**src/rtl/rr_arb_bs.sv**
```systemverilog
// 4-requester round-robin arbiter driving the binary select of mux_bs, with
// grant held under a valid/ready handshake. Optional burst lock: RR_ARB_LOCK_EN.
module rr_arb_bs #(
  parameter int MAX_BEATS = 8,
  parameter int CW        = 8
) (
  input  logic       clk,
  input  logic       rst,
  input  logic [3:0] req,
  input  logic       last,
  input  logic       out_ready,
  output logic       gnt_valid,
  output logic [1:0] bs,
  output logic [3:0] gnt,
  output logic       accept
);

  typedef enum logic [0:0] {
    IDLE  = 1'b0,
    GRANT = 1'b1
  } state_t;

  state_t        state_q, state_d;
  logic          gnt_valid_q, gnt_valid_d;
  logic [1:0]    bs_q, bs_d;
  logic [3:0]    gnt_q, gnt_d;
  logic [1:0]    ptr_q, ptr_d;
  logic [CW-1:0] cnt_q, cnt_d;

  logic [1:0]    win_idle;
  logic [1:0]    win_release;
  logic          any_req;
  logic          release_now;

  // First requester found searching upward from p+1, wrapping 3->0; p itself
  // is considered last, so a lone re-request of the previous owner still wins.
  function automatic logic [1:0] pick(input logic [3:0] r, input logic [1:0] p);
    logic [1:0] idx;
    pick = p;
    for (int i = 4; i >= 1; i--) begin
      idx = p + 2'(i);
      if (r[idx]) pick = idx;
    end
  endfunction

  assign any_req     = |req;
  assign win_idle    = pick(req, ptr_q);
  assign win_release = pick(req, bs_q);
  assign accept      = gnt_valid_q & out_ready;

`ifdef RR_ARB_LOCK_EN
  logic [CW:0] cnt_inc;
  assign cnt_inc     = {1'b0, cnt_q} + {{CW{1'b0}}, 1'b1};
  assign release_now = last || (cnt_inc >= (CW+1)'(MAX_BEATS));
`else
  logic unused_ok;
  assign release_now = 1'b1;
  assign unused_ok   = ^{last, cnt_q, CW'(MAX_BEATS)};
`endif

  always_comb begin
    state_d     = state_q;
    gnt_valid_d = gnt_valid_q;
    bs_d        = bs_q;
    gnt_d       = gnt_q;
    ptr_d       = ptr_q;
    cnt_d       = cnt_q;

    unique case (state_q)
      IDLE: begin
        gnt_valid_d = 1'b0;
        gnt_d       = 4'b0000;
        if (any_req) begin
          state_d     = GRANT;
          gnt_valid_d = 1'b1;
          bs_d        = win_idle;
          gnt_d       = 4'b0001 << win_idle;
          cnt_d       = '0;
        end
      end

      GRANT: begin
        if (accept) begin
          if (release_now) begin
            ptr_d = bs_q;
            cnt_d = '0;
            // Re-arbitrate with the outgoing owner at lowest priority so a
            // waiting requester takes over without an idle bubble.
            if (any_req) begin
              bs_d  = win_release;
              gnt_d = 4'b0001 << win_release;
            end else begin
              state_d     = IDLE;
              gnt_valid_d = 1'b0;
              gnt_d       = 4'b0000;
            end
          end else begin
`ifdef RR_ARB_LOCK_EN
            if ({1'b0, cnt_q} < (CW+1)'(MAX_BEATS)) cnt_d = cnt_inc[CW-1:0];
`endif
          end
        end
      end

      default: state_d = IDLE;
    endcase

`ifndef RR_ARB_LOCK_EN
    cnt_d = '0;
`endif
  end

  always_ff @(posedge clk) begin
    if (rst) begin
      state_q     <= IDLE;
      gnt_valid_q <= 1'b0;
      bs_q        <= 2'd0;
      gnt_q       <= 4'b0000;
      ptr_q       <= 2'd3;
      cnt_q       <= '0;
    end else begin
      state_q     <= state_d;
      gnt_valid_q <= gnt_valid_d;
      bs_q        <= bs_d;
      gnt_q       <= gnt_d;
      ptr_q       <= ptr_d;
      cnt_q       <= cnt_d;
    end
  end

  assign gnt_valid = gnt_valid_q;
  assign bs        = bs_q;
  assign gnt       = gnt_q;

endmodule

```
**config.mk**
```make
export PLATFORM = sky130hd
export DESIGN_NAME = rr_arb_bs
export DESIGN_NICKNAME = d
export VERILOG_FILES = /design/src/rtl/rr_arb_bs.sv
export SDC_FILE = /design/constraint.sdc
export NUM_CORES = 1
export LEC_CHECK = 0
export CORE_AREA = 2 2 39 41
export CTS_BUF_LIST = sky130_fd_sc_hd__clkbuf_16
export DETAILED_ROUTE_END_ITERATION = 16
export DIE_AREA = 0 0 41 43
export PLACE_DENSITY = 0.82
export SYNTH_ARGS = -nofsm -noshare
export SYNTH_HDL_FRONTEND = slang
export SYNTH_SLANG_ARGS = --single-unit
```
**constraint.sdc**
```tcl
create_clock -name clk -period 3.6 [get_ports clk]
set_input_delay 0.72 -clock clk [delete_from_list [all_inputs] [get_ports clk]]
set_output_delay 0.72 -clock clk [all_outputs]
set_load 0.05 [all_outputs]
```
==> metrics <==
relative slew slack=66.0%; Synth Area in Simple Gates=38.0%; Worst-Margin Slew=0.508 ns; crit path to=accept; Placed Instances=102; Worst Hold Class=reg -> reg; Static Leak=0.343 nW; CTS Buffer Depth=2; arrival time at the worst endpoint=2.20 ns; CTS HTree Levels=1; WL/cell=12.7 um; number of warnings issued by yosys=0; Filler cells=121; Sequential Area=200 um^2; Syn Nets=82; Skew-Pair Late Insertion Delay=0.23 ns; Mapped Area=629 um^2; Tot GR Track Use=17.4%; Setup WS post-layout=0.685 ns; dominant synthesized flop cell=dfxtp_1; largest family of logic cells by synthesized area=simple AND/OR/NAND/NOR gates; global route overflow=0; die width=41 um; Routability Congestion=0.790; met2 Use GR=26.9%; largest net degree at the start of global routing=10; Starting Density=45.5%; Crit path top cell by count=clkdlybuf4s50_1; compound-cell area share of the yosys netlist=22.3%; top post-synthesis cells by count=dfxtp_1 (10), nand2b_1 (9), nor2_1 (9); Vias=592; Core ar.=1380 um^2; Power Density=508 nW/um^2; Num CTS Buffers=3; FF-to-FF Start=ptr_q[1]; Die Ht=43 um; GRT met1 Usage=22.3%; post-route insts no fill=106; RSZ-0062 raised after global routing=false; post-synth top area share=31.8%; # IOs=16; outcome=complete, no violations; R2R Setup Slk=2.07 ns; layout cells sized above 1=10.0%; number of global-route vias before repair=494; xor/xnor share of the synthesized area=0%; n_diodes=0; Crit. End Element=output port; drt pass-1 iters=3; area taken by multi-input logic gates=409 um^2; final worst-path cycle share=81.0%; Startpoint Class=primary input; async set-reset flop share out of synthesis=0%; IO buf count=14; Max-cap violations=0; Final Hold Vio Count=0; Seq/Total Area, Yosys=31.8%; M3 GR Usage=1.57%; Post-CTS Resized=0; area leader, netlist=dfxtp_1; Pins Over Slew Limit=0; # DRC=0; Root Buffer=clkbuf_16; Reg2Reg Depth=5; highest net fanout along the worst path=3; Nets=99; worst setup path start=out_ready; cell with the most instances after synthesis=dfxtp_1; Sink Count=10; CTS tree=done; Reg2Reg Capture Point=gnt[0]; worst vdd ir=0.195 mV; row cnt=14; slowest cell on the critical path=clkdlybuf4s50_1; multiplexer share of the synthesized area=4.77%; setup bufs post-CTS=0; Max Fclk=343 MHz; worst setup path category=in -> out; Post-synth EDFFs=0; Setup Skew=0.000803 ns; average cell area after synthesis=8.50 um^2; initial DRC count=11; synth unique cells=28; area of the die=1760 um^2; first-pass GRT wire length=2090 um; Final TNS setup=0 ns; Most Used Layer, Global Route=met2; Seq cells post-synth=10; fin crit period=2.92 ns; CTS Hold Bufs=0; WP data required=2.88 ns; Post-Syn Instances=74; Place WS=0.686 ns; CP Cell Sequence=clkdlybuf4s50_1 > nand2_1 > inv_1 > clkdlybuf4s50_1; synth top area cells=dfxtp_1 (32%), nand2b_1 (8.9%), nor2_1 (5.4%); number of antenna violations at the first check in global routing=0; final setup fails=0; Layout area overhead=36.6%; final WL=1350 um; clock-pin transition on the worst setup and hold timing paths=0.04 ns; hpwl dp=1020 um; CP peak stage delay=0.81 ns; via/cell ratio=5.58; Detail Route Antenna Nets=0; Post-Synth Adder-Cell Area=0%
[flip-flops by register name, indices dropped and copies added, names as in the netlist]
name	cells
gnt	4
bs	2
ptr_q	2
gnt_valid	1
state_q	1
[metrics by stage]
| step | hold WS (ns) | utilization, % | power (W) | area [um^2] |
|---|---|---|---|---|
| final | 0.467 | 62.1 | 0.000437 | 860 |
| after floorplan | 0.510 | - | 0.000208 | 629 |
| after CTS | 0.471 | 62.1 | 0.000438 | 860 |
| after global placement | 0.463 | 56.4 | 0.000241 | 781 |
| after global routing | 0.509 | 62.1 | 0.000455 | 860 |
| after detailed placement | 0.465 | 56.4 | 0.000243 | 781 |
[worst max-delay path: cells and delay by family]
family	cells	cell delay, ns
buffers and inverters	3	1.39
AND/OR/NAND/NOR	1	0.08
[report_power, final]
group | internal, W | leakage (nW) | switching, W | total, W
Combinational | 0.0000447 | 0.222 | 0.0000660 | 0.000111
Clock | 0.000145 | 0.0385 | 0.0000498 | 0.000195
Sequential | 0.000121 | 0.0829 | 0.00000989 | 0.000131
Total | 0.000311 | 0.343 | 0.000126 | 0.000437
[kinds of logic after synthesis]
family / after synthesis
AOI/OAI and AO/OA: 18
buffers and inverters: 5
DFF: 10
muxes: 3
and+or+nand+nor: 38
[worst min-delay path by stage]
stage | end | depth (start not counted) | from
after global routing | gnt_valid | 2 | gnt_valid
after detailed placement | gnt_valid | 2 | gnt_valid
final | gnt_valid | 2 | gnt_valid
after CTS | gnt_valid | 2 | gnt_valid
after global placement | gnt_valid | 2 | gnt_valid
after floorplan | ptr_q[0] | 2 | ptr_q[0]
[placed cells by master, fill, tap and decap left out, drive strengths merged, types with 2 or more instances in the layout]
| master | synthesis | routed |
|---|---|---|
| a211oi | 2 | 2 |
| a21boi | 2 | 2 |
| a21oi | 6 | 6 |
| a311oi | 3 | 3 |
| clkbuf | 0 | 3 |
| clkdlybuf4s50 | 0 | 14 |
| dfxtp | 10 | 10 |
| inv | 3 | 3 |
| mux2i | 3 | 3 |
| nand2 | 5 | 5 |
| nand2b | 9 | 9 |
| nand3 | 2 | 2 |
| nand3b | 3 | 3 |
| nor2 | 9 | 9 |
| nor4b | 2 | 2 |
| or2 | 2 | 2 |
| or3 | 2 | 2 |
[layout make-up]
cell class / instances / share of cell area (%)
well taps: 16 / 2.33
clock buffers: 3 / 8.73
inverters: 3 / 1.31
clock inverters: 1 / 0.437
flip-flops and latches: 10 / 23.3
repair buffers: 14 / 16.3
multi-input cells: 59 / 47.6
[routing by layer]
layer / part of all wire, % / routed length [um] / vias to the layer above
li1: - / - / 305
met1: 47 / 630 / 270
met2: 49 / 654 / 15
met3: 3.3 / 45 / 2
met4: 1.0 / 14 / 0
met5: 0 / 0 / -
(Power assumes the default switching activity.)
